===== src/rtl/mem_arb_pkg.sv =====
// Shared types and constants for the single-port RAM arbiter.
//   mem_owner_t  : owner tag carried by each in-flight RAM read
//   STARVE_CNT_W : width of the instruction starvation counter
//   flush_kill   : clears an instruction owner tag when a flush is active
package mem_arb_pkg;

  typedef enum logic [1:0] {
    OWN_NONE = 2'd0,
    OWN_I    = 2'd1,
    OWN_D    = 2'd2
  } mem_owner_t;

  localparam int unsigned STARVE_CNT_W = 4;

  // A flushed instruction read still occupies its RAM slot, but its data is dropped.
  function automatic mem_owner_t flush_kill(input mem_owner_t own, input logic flush);
    return (flush && (own == OWN_I)) ? OWN_NONE : own;
  endfunction

endpackage


===== src/rtl/mem_resp_tracker.sv =====
// Owner pipeline that matches returning RAM read data to the port that issued it.
//   clk, rst      : clock, async active-low reset
//   flush_i       : kills every in-flight instruction entry, including this cycle's insert
//   ins_owner_i   : owner of the access granted this cycle (OWN_NONE for writes/idle)
//   i_rvalid_o    : tail entry belongs to the instruction port (masked by flush)
//   d_rvalid_o    : tail entry belongs to the data port
module mem_resp_tracker
  import mem_arb_pkg::*;
#(
  parameter int unsigned MEM_LAT = 1
) (
  input  logic       clk,
  input  logic       rst,
  input  logic       flush_i,
  input  logic [1:0] ins_owner_i,
  output logic       i_rvalid_o,
  output logic       d_rvalid_o
);

  mem_owner_t own_q [MEM_LAT];
  mem_owner_t own_d [MEM_LAT];

  // Shift towards the tail; flush scrubs instruction tags on the way.
  always_comb begin
    own_d    = '{default: OWN_NONE};
    own_d[0] = flush_kill(mem_owner_t'(ins_owner_i), flush_i);
    for (int k = 1; k < int'(MEM_LAT); k++) begin
      own_d[k] = flush_kill(own_q[k-1], flush_i);
    end
  end

  always_ff @(posedge clk or negedge rst) begin
    if (!rst) begin
      for (int k = 0; k < int'(MEM_LAT); k++) begin
        own_q[k] <= OWN_NONE;
      end
    end else begin
      for (int k = 0; k < int'(MEM_LAT); k++) begin
        own_q[k] <= own_d[k];
      end
    end
  end

  // The tail entry lines up with mem_rdata; flush suppresses an instruction return immediately.
  assign i_rvalid_o = (own_q[MEM_LAT-1] == OWN_I) && !flush_i;
  assign d_rvalid_o = (own_q[MEM_LAT-1] == OWN_D);

endmodule


===== src/rtl/memory_port_arbiter.sv =====
// Arbitrates one single-port synchronous RAM between the instruction fetch port (read-only)
// and the data port (read/write). Data wins ties until STARVE_LIMIT consecutive data grants
// have been given while an instruction request waited; then the instruction port is forced.
//   clk, rst                          : clock, async active-low reset
//   i_req/i_addr -> i_gnt             : instruction request and same-cycle grant
//   i_rvalid/i_rdata                  : instruction read return, MEM_LAT cycles after grant
//   d_req/d_we/d_addr/d_wdata/d_be    : data request, d_gnt is the same-cycle grant
//   d_rvalid/d_rdata                  : data read return, MEM_LAT cycles after grant
//   flush                             : drop in-flight instruction returns
//   mem_*                             : RAM macro interface
module memory_port_arbiter
  import mem_arb_pkg::*;
#(
  parameter int unsigned ADDR_W       = 32,
  parameter int unsigned DATA_W       = 32,
  parameter int unsigned MEM_LAT      = 1,
  parameter int unsigned STARVE_LIMIT = 4
) (
  input  logic                clk,
  input  logic                rst,
  input  logic                i_req,
  input  logic [ADDR_W-1:0]   i_addr,
  output logic                i_gnt,
  output logic                i_rvalid,
  output logic [DATA_W-1:0]   i_rdata,
  input  logic                d_req,
  input  logic                d_we,
  input  logic [ADDR_W-1:0]   d_addr,
  input  logic [DATA_W-1:0]   d_wdata,
  input  logic [DATA_W/8-1:0] d_be,
  output logic                d_gnt,
  output logic                d_rvalid,
  output logic [DATA_W-1:0]   d_rdata,
  input  logic                flush,
  output logic                mem_en,
  output logic                mem_we,
  output logic [DATA_W/8-1:0] mem_be,
  output logic [ADDR_W-1:0]   mem_addr,
  output logic [DATA_W-1:0]   mem_wdata,
  input  logic [DATA_W-1:0]   mem_rdata
);

  localparam int unsigned BE_W = DATA_W / 8;

  // Elaboration-time parameter legality.
  if ((DATA_W == 0) || ((DATA_W % 8) != 0)) begin : g_bad_data_w
    $error("memory_port_arbiter: DATA_W must be a non-zero multiple of 8");
  end
  if ((MEM_LAT < 1) || (MEM_LAT > 4)) begin : g_bad_mem_lat
    $error("memory_port_arbiter: MEM_LAT must be in 1..4");
  end
  if ((STARVE_LIMIT < 1) || (STARVE_LIMIT > 15)) begin : g_bad_starve
    $error("memory_port_arbiter: STARVE_LIMIT must be in 1..15");
  end

  logic [STARVE_CNT_W-1:0] starve_q;
  logic [STARVE_CNT_W-1:0] starve_d;
  logic                    starved;
  mem_owner_t              ins_owner;

  assign starved = (starve_q == STARVE_CNT_W'(STARVE_LIMIT));

  // Same-cycle grant; nothing is granted while reset is held.
  always_comb begin
    i_gnt = 1'b0;
    d_gnt = 1'b0;
    if (rst) begin
      if (d_req && !(i_req && starved)) begin
        d_gnt = 1'b1;
      end else if (i_req) begin
        i_gnt = 1'b1;
      end
    end
  end

  // Counts data grants that overtook a waiting instruction request; saturates at the limit.
  always_comb begin
    starve_d = starve_q;
    if (!i_req || i_gnt || flush) begin
      starve_d = '0;
    end else if (d_gnt && !starved) begin
      starve_d = starve_q + STARVE_CNT_W'(1);
    end
  end

  always_ff @(posedge clk or negedge rst) begin
    if (!rst) begin
      starve_q <= '0;
    end else begin
      starve_q <= starve_d;
    end
  end

  // RAM request mux from the granted port.
  always_comb begin
    mem_en    = i_gnt | d_gnt;
    mem_we    = d_gnt & d_we;
    mem_be    = '1;
    mem_addr  = '0;
    mem_wdata = '0;
    if (d_gnt) begin
      mem_addr = d_addr;
      if (d_we) begin
        mem_be    = d_be;
        mem_wdata = d_wdata;
      end
    end else if (i_gnt) begin
      mem_addr = i_addr;
    end
  end

  // Writes complete at grant and never produce a return.
  always_comb begin
    ins_owner = OWN_NONE;
    if (d_gnt && !d_we) begin
      ins_owner = OWN_D;
    end else if (i_gnt) begin
      ins_owner = OWN_I;
    end
  end

  mem_resp_tracker #(
    .MEM_LAT (MEM_LAT)
  ) u_resp_tracker (
    .clk         (clk),
    .rst         (rst),
    .flush_i     (flush),
    .ins_owner_i (ins_owner),
    .i_rvalid_o  (i_rvalid),
    .d_rvalid_o  (d_rvalid)
  );

  assign i_rdata = i_rvalid ? mem_rdata : {BE_W{8'h00}};
  assign d_rdata = d_rvalid ? mem_rdata : {BE_W{8'h00}};

endmodule


===== config.mk =====
export PLATFORM = sky130hd
export DESIGN_NAME = memory_port_arbiter
export DESIGN_NICKNAME = d
export VERILOG_FILES = /design/src/rtl/mem_arb_pkg.sv /design/src/rtl/mem_resp_tracker.sv /design/src/rtl/memory_port_arbiter.sv
export SDC_FILE = /design/constraint.sdc
export NUM_CORES = 1
export LEC_CHECK = 0
export BUFFER_PORTS_ARGS = -buffer_cell sky130_fd_sc_hd__buf_2
export CAP_MARGIN = 5
export CORE_AREA = 2 2 107 109
export CTS_BUF_LIST = sky130_fd_sc_hd__clkbuf_2 sky130_fd_sc_hd__clkbuf_4 sky130_fd_sc_hd__clkbuf_8
export DETAILED_ROUTE_END_ITERATION = 10
export DIE_AREA = 0 0 109 111
export SYNTH_ARGS = -nofsm -noshare
export SYNTH_HDL_FRONTEND = slang
export SYNTH_SLANG_ARGS = --single-unit

===== constraint.sdc =====
create_clock -name clk -period 3 [get_ports clk]
set_clock_uncertainty 0.15 [all_clocks]
set_input_delay 0.3 -clock clk [delete_from_list [all_inputs] [get_ports clk]]
set_output_delay 0.3 -clock clk [all_outputs]
set_load 0.005 [all_outputs]

Yosys cells after proc, flatten, opt, wreduce, memory -nomap -nowiden

Cells that the tools add are included.

Register bits after elaboration: 6
Logic and storage cells: 41

$add $sub $neg: 1
Equal/unequal tests: 4
Muxes and demuxes: 18
Bitwise logic cells: 2
Reductions and logical operators: 14

Operator list:

| kind                                                             | count |
|---|---|
| 32-bit 2-to-1 mux                                                | 6 |
| 4-bit 2-to-1 mux                                                 | 4 |
| 1-bit logical AND                                                | 6 |
| 1-bit 2-to-1 mux                                                 | 6 |
| 1-bit logical NOT                                                | 5 |
| 4-bit by 1-bit adder with 4-bit output (second input constant)   | 1 |
| 2-bit by 1-bit == test with 1-bit output (second input constant) | 2 |
| 4-bit by 3-bit == test with 1-bit output (second input constant) | 1 |
| 2-bit 2-to-1 mux                                                 | 2 |
| 2-bit == test (second input constant)                            | 1 |
| 1-bit logical OR                                                 | 2 |
| 2-bit nonzero test                                               | 1 |
| 1-bit AND                                                        | 1 |
| 1-bit bitwise OR                                                 | 1 |

Logic depth before layout (Yosys ltp)

Gate-level depths: netlist of run 1.

Depth in word-level cells: 11
Depth in mapped cells: 8
Mapped depth without buffers: 5

Cells and area by module

Synthesis of run 1 repeated with hierarchy kept, for this count alone.

Cells, all modules: 193
Area total of the unflattened synthesis: 1,466.4 µm²

By module, submodules not included:

| module              | times used | cells each | area an instance (µm²) | seq. area each (µm²) |
|---|---|---|---|---|
| memory_port_arbiter | 1          | 186        | 1,380.1                | 100.1 |
| mem_resp_tracker    | 1          | 7          | 86.3                   | 50.0 |

Worst setup path before layout of run 1

Ideal clock, no wire load.

Path kind: register to output
Start: register starve_q[0]
End: output port mem_addr[23]
Arrival: 1.602 ns
Data required time: 2.550 ns
Setup slack: 0.948 ns
Stages on the path, launching flop included: 9
Buffers on the path: 3
Cells stage by stage: dfrtp_1 > inv_1 > ha_1 > and3b_1 > buf_2 > o211a_1 > buf_6 > buf_6 > a22o_1

Word-level cells in the longest chain between the ends: 8
Elaborated cells on any way between the ends: 10
Those cells by class: 1 x eq/ne; 6 x mux; 3 x reduce/logical

RTL lines:

| element                                  | RTL line                   | text |
|---|---|---|
| start, declared                          | memory_port_arbiter.sv:56  | `logic [STARVE_CNT_W-1:0] starve_q;` |
| start signal, assigned                   | memory_port_arbiter.sv:90  | `starve_q <= starve_d;` |
| 4-bit by 3-bit == test with 1-bit output | memory_port_arbiter.sv:61  | `assign starved = (starve_q == STARVE_CNT_W'(STARVE_LIMIT));` |
| 1-bit logical AND                        | memory_port_arbiter.sv:68  | `if (d_req && !(i_req && starved)) begin` |
| 1-bit logical NOT                        | memory_port_arbiter.sv:68  |  |
| 1-bit logical AND                        | memory_port_arbiter.sv:68  |  |
| 1-bit 2-to-1 mux                         | memory_port_arbiter.sv:68  |  |
| 1-bit 2-to-1 mux                         | memory_port_arbiter.sv:67  | `if (rst) begin` |
| via i_gnt                                | memory_port_arbiter.sv:23  | `output logic i_gnt,` |
| 32-bit 2-to-1 mux                        | memory_port_arbiter.sv:107 | `end else if (i_gnt) begin` |
| 32-bit 2-to-1 mux                        | memory_port_arbiter.sv:101 | `if (d_gnt) begin` |
| end, declared                            | memory_port_arbiter.sv:38  | `output logic [ADDR_W-1:0] mem_addr,` |

The timed path passes the listed nets, and every way through them passes these cells.

Final worst setup path of run 1

Start: input port rst
End: output port mem_addr[21]

Word-level cells in the longest chain between the ends: 3
Elaborated cells on any way between the ends: 4
Those cells by class: 4 x mux

RTL lines:

| element             | RTL line                   | text |
|---|---|---|
| start, declared     | memory_port_arbiter.sv:20  | `input logic rst,` |
| 1-bit 2-to-1 mux    | memory_port_arbiter.sv:67  |  |
| 32-bit 2-to-1 mux   | memory_port_arbiter.sv:107 |  |
| 32-bit 2-to-1 mux * | memory_port_arbiter.sv:101 |  |

Every way passes the cells marked *; elsewhere a longest branch is shown, timed or not.

==> run metrics, run 1 <==
status finished clean; max-slew violations 0; EDFF count, synth 0; Synth Register Bits 6; gr ovfl total 0; Max VDD drop a little over 0.07 mV; post-route setup slack 370 ps; chip height 111 um; Routed Antenna Nets 0; Critical Path AT 2180 ps; H-tree levels 1; final instance area 2950 um2; drt first pass iters 4; first-pass GRT wire length 11600 um; cell area after synthesis 1400 um2; Setup crit start kind input port; Worst path max stage delay between 500 and 600 ps; GP Congestion 0.758; Die Area roughly 12000 um2; I/O pins 276; initial antenna violation count 1; final setup vio count 0; Power Density 157 nW/um2; gr usage total 12.4%; achievable frequency 0.380 GHz; # diodes 0; share of post-route cells with drive strength above 1 62.9%; Setup TNS 0 ps; routed length per instance between 10 and 15 um; leakage between 1.5 and 2 nW; CORE AREA 11100 um2; Port-buffer cells about 280; total number of vias 2433; # DRC 0; Period Utilization, post-route roughly 88%; Post-synth top flop dfrtp_1; CTS Buf Count 3; slew margin rel. 67.5%; Final Hold Vio Count 0; Synth async-reset ratio 100%; crit-path max FO 67; WP data required 2550 ps; CP endpoint kind primary output; layout overhead on the synthesized area 111%; Worst Max-Slew Pin Slew 488 ps; CTS tree done; worst hold path class in -> reg; Synthesis Warnings 0; Vias/cell 4.08; Post-Syn Instances approximately 190; clock sinks 6; 1st-iter DRT viols 57; CTS max path bufs 2; largest net degree at the start of global routing 68; Design Power between 0.0004 and 0.0005 W; CTS Root Cell clkbuf_8; Initial Util 12.6%; Syn Area/Cell 7.28 um2; number of global-route vias before repair 2158; WL final 8330 um; Rows 39; slowest CP cell dlygate4sd3_1; Cell Chain, Critical Path dlygate4sd3_1 > buf_2 > nand2_1 > a21oi_4 > buf_12 > a22o_1 > buf_2; final core area utilization a little over a quarter; clock latency at the later pin of the worst-skew pair 220 ps; fin crit period around 2600 ps; syn_nets 332; max cap viols 0; Area after DPL 2900 um2; Die W 109 um; Crit path top cell by count buf_2; CTS clock-pin slew for the worst setup and hold paths 30 ps; worst slack at placement 654 ps; critical path class in -> out; sequential cell area fraction in the yosys report 10.7%; number of setup buffers added after CTS 0; count of different cell masters after synthesis 26; RSZ-0062 raised after global routing false; Post-DP HPWL 7220 um; fin nets 595
-- layout make-up --
| cell class | count | area (um2) |
|---|---|---|
| clock buffer | 3 | 41.3 |
| fill | 1253 | 8130 |
| inverter | 3 | 11.3 |
| multi-input combinational | 161 | 1130 |
| sequential | 6 | 150 |
| tap | 143 | 179 |
| timing repair buffer | 280 | 1440 |
-- state kept, by name, indices dropped and copies added (netlist names) --
| register | flops |
|---|---|
| starve_q | 4 |
| u_resp_tracker.own_q | 2 |
-- worst max-delay path, delay by kind of cell --
family          cells  cell delay, ps
buf+inv             4            1190
compound gates      2             480
simple gates        1             180
-- kinds of logic (layout without fill, tap and decap cells) --
logic type      after synthesis  after routing  share of synthesized area (%)
fa+ha+maj                     2              2                           1.79
buf+inv                      25            286                           9.58
simple gates                119            119                           53.7
mux                           1              1                          0.806
flops                         6              6                           10.7
compound gates               39             39                           23.4
-- metrics by stage --
| stage | hold WS, ps | std cells |
|---|---|---|
| floorplan | -146 | 192 |
| global placement | 29.2 | 592 |
| detailed placement | 29.7 | 592 |
| CTS | 136 | 596 |
| global route | 141 | 596 |
| finish | 129 | 596 |
-- where the power goes --
group | internal, W | total, W | switching (W)
registers | 0.0000828 | 0.0000837 | 0.000000950
logic | 0.000142 | 0.000260 | 0.000117
clock network | 0.0000860 | 0.000119 | 0.0000331
total | 0.000311 | 0.000463 | 0.000152
-- cell usage in the layout (no fill, tap or decap), types with 2 or more instances in the layout --
cell,netlist,final
buf_2,8,275
and2_1,65,65
and3_1,32,32
a22o_1,32,32
dfrtp_1,6,6
nor2b_1,5,5
nand3b_1,4,4
inv_1,3,3
nand2b_1,3,3
nand3_1,3,3
a21oi_1,3,3
clkbuf_8,0,3
ha_1,2,2
buf_12,0,2
buf_4,0,2
-- per-layer routing --
layer  share of wire (%)  global-route usage, %
met1                  38                   14.9
met2                  49                   22.5
met3                  12                   2.59
met4                0.94                   1.97
met5                0.13                      0
-- final timing paths --
path	slack (ps)	endpoint	cells after the start	startpoint
max	370	mem_addr[21]	7	rst
max reg2reg	1110	u_resp_tracker.own_q[1]	6	starve_q[0]
max in group asynchronous	2160	u_resp_tracker.own_q[0]	2	rst
min in group asynchronous	340	starve_q[1]	2	rst
min reg2reg	440	starve_q[0]	2	starve_q[0]
min	130	u_resp_tracker.own_q[0]	2	flush
-- synthesized netlist by cell type, types with 4 or more instances --
| master | instances | share of area, % |
|---|---|---|
| clkbuf_1 | 10 | 2.7 |
| a22o_1 | 32 | 20 |
| buf_6 | 4 | 3.2 |
| and2_1 | 65 | 29 |
| nand3b_1 | 4 | 2.1 |
| buf_2 | 8 | 2.9 |
| dfrtp_1 | 6 | 11 |
| nor2b_1 | 5 | 2.2 |
| and3_1 | 32 | 14 |
-- what timing repair did --
action / CTS / global route
resized for setup: 0 / 0
hold buffers: 1 / 0
setup endpoints to repair: 0 / 0
hold endpoints to repair: 6 / 0
Note: power is estimated with default switching activity, not from simulation.
==> inputs of run 2 (changes only) <==
Settings changed: SETUP_SLACK_MARGIN set to 0.4, SLEW_MARGIN set to 20.
==> run metrics, run 2 (synthesis results as in run 1) <==
max cap viols 0 (unchanged); drt first pass iters 4 (unchanged); Register-to-Register Path Depth 6 (unchanged); Vias/cell 4.07 (-0.29%); Rows 39 (unchanged); slew margin rel. 67.4% (about the same); clock latency at the later pin of the worst-skew pair 220 ps (about the same); Setup TNS 0 ps (unchanged); routed length per instance 14.4 um (+3.1%); Setup crit start kind flop; leakage 2.00 nW (+0.57%); r2r endpoint u_resp_tracker.own_q[1]; gr ovfl total 0 (unchanged); CTS Root Cell clkbuf_8; Period Utilization, post-route 82.6% (-5.1 points); Final Hold Vio Count 0 (unchanged); fin crit period 2480 ps (-154 ps); status finished clean; final core area utilization 27.0% (+0.36 points); Clk network pwr share 25.2% (-0.6 points); Reg2Reg Setup Slack 1150 ps (+40 ps); final instance area 2990 um2 (+1.4%); final setup vio count 0 (unchanged); Largest register FFs 4 (unchanged); total number of vias 2434 (+0.041%); Largest delay share family, worst path compound AO/OA/AOI/OAI gates; Worst Setup SP starve_q[0]; Worst Setup EP mem_addr[18]; WL final 8610 um (+3.4%); CTS max path bufs 2 (unchanged); number of global-route vias before repair 2164 (+0.28%); worst hold path class in -> reg; # diodes 0 (unchanged); share of post-route cells with drive strength above 1 63.3% (+0.38 points); commonest non-fill, non-tap cell in the layout buf_2; Levels on crit path 7 (unchanged); Initial Util 12.6% (unchanged); Reg power frac 17.8% (-0.3 points); I/O pins 276 (unchanged); Routed Antenna Nets 0 (unchanged); CTS tree done; achievable frequency 0.404 GHz (+6.2%); Worst Max-Slew Pin Slew 488 ps (+0.429 ps); worst path bufs/invs 3 (-1); CTS clock-pin slew for the worst setup and hold paths 40 ps (about the same); 1st-iter DRT viols 49 (-14%); clock sinks 6 (unchanged); top flop regs starve_q x4, u_resp_tracker.own_q x2; Biggest register starve_q; crit-path max FO 30 (-55%); chip height 111 um (unchanged); Cell Chain, Critical Path inv_1 > ha_1 > and3b_1 > o211a_4 > buf_12 > a22o_1 > buf_2; critical path class reg -> out; Net Sw Frac 32.8% (+0.080 points); Fill cells 1253 (unchanged); largest net degree at the start of global routing 68 (unchanged); max-slew violations 0 (unchanged); Reg area 150 um2 (unchanged); Internal Dissipation 0.000316 W (+1.4%); GP Congestion 0.758 (unchanged); first-pass GRT wire length 11600 um (+0.48%); Reg-to-Reg Start starve_q[0]; layout overhead on the synthesized area 114%; initial antenna violation count 1 (unchanged); slowest CP cell dfrtp_1; Port-buffer cells 275 (unchanged); H-tree levels 1 (unchanged); most frequent cells in the layout buf_2 (275), and2_1 (65), and3_1 (32), a22o_1 (32), dfrtp_1 (6); switching pwr 0.000154 W (+1.8%); Logic pwr share 57.0% (+0.8 points); CTS Buf Count 3 (unchanged); fin nets 597 (+0.34%); # DRC 0 (unchanged); Die Area 12100 um2 (unchanged); Area after DPL 2900 um2 (unchanged); Max VDD drop 0.0715 mV (+0.77%); Post-DP HPWL 7220 um (unchanged); Power Density 157 nW/um2 (+0.20%); Worst path max stage delay 390 ps (-130 ps); Multi-input gate area 1130 um2 (+0.67%); WP data required 2550 ps (about the same); CORE AREA 11100 um2 (unchanged); gr usage total 12.5% (+0.072 points); Die W 109 um (unchanged); CP endpoint kind primary output; Critical Path AT 2030 ps (-150 ps); RSZ-0062 raised after global routing false
[run 2: cell count changes in the layout (fill, tap and decap cells not counted), sizes merged]
cell,change
buf,+1
clkbuf,+1
[run 2: worst min path at each step]
stage          startpoint                      end  slack, ps  cells past startpoint
2_1_floorplan         rst              starve_q[0]       -150                      0
3_3_place_gp          rst              starve_q[0]         30                      1
3_5_place_dp          rst              starve_q[1]         30                      1
4_1_cts             flush  u_resp_tracker.own_q[0]        140                      2
5_1_grt             flush  u_resp_tracker.own_q[0]        140                      2
6_report            flush  u_resp_tracker.own_q[0]        130                      2
[run 2: power groups by stage]
stage	Combinational (W)	Clock, W	Sequential [W]
after floorplan	0.0000908	0	0.0000845
after global placement	0.000265	0	0.0000847
after detailed placement	0.000263	0	0.0000847
after CTS	0.000265	0.000121	0.0000837
after global routing	0.000294	0.000130	0.0000840
final	0.000268	0.000118	0.0000837
[run 2: layout make-up]
| class | instances | area share (%) |
|---|---|---|
| Timing Repair Buffer | 282 | 49.3 |
| Clock buffer | 3 | 1.38 |
| Inverter | 3 | 0.377 |
| Sequential cell | 6 | 5.02 |
| Tap cell | 143 | 5.99 |
| Multi-Input combinational cell | 161 | 37.9 |
[run 2: metrics by stage]
stage / setup WS [ps] / total power (W) / instances / hold slack, ps
floorplan: 948 / 0.000175 / 192 / -146
global placement: 657 / 0.000350 / 592 / 29.2
detailed placement: 654 / 0.000348 / 592 / 29.7
CTS: 419 / 0.000470 / 596 / 136
global route: 405 / 0.000508 / 598 / 141
finish: 523 / 0.000470 / 598 / 134
[run 2: metal layers]
layer  global-route usage [%]  wire length, um  up-vias
li1                         -                -     1202
met1                     15.0             3330     1056
met2                     22.7             4210      168
met3                     2.59              991        6
met4                     1.97               61        2
met5                        0               11        -
[run 2: repair_timing]
action | CTS | global route
setup buffers | 0 | 1
hold endpoints to repair | 6 | 0
setup endpoints to repair | 0 | 38
resized for setup | 0 | 2
hold buffers | 1 | 0
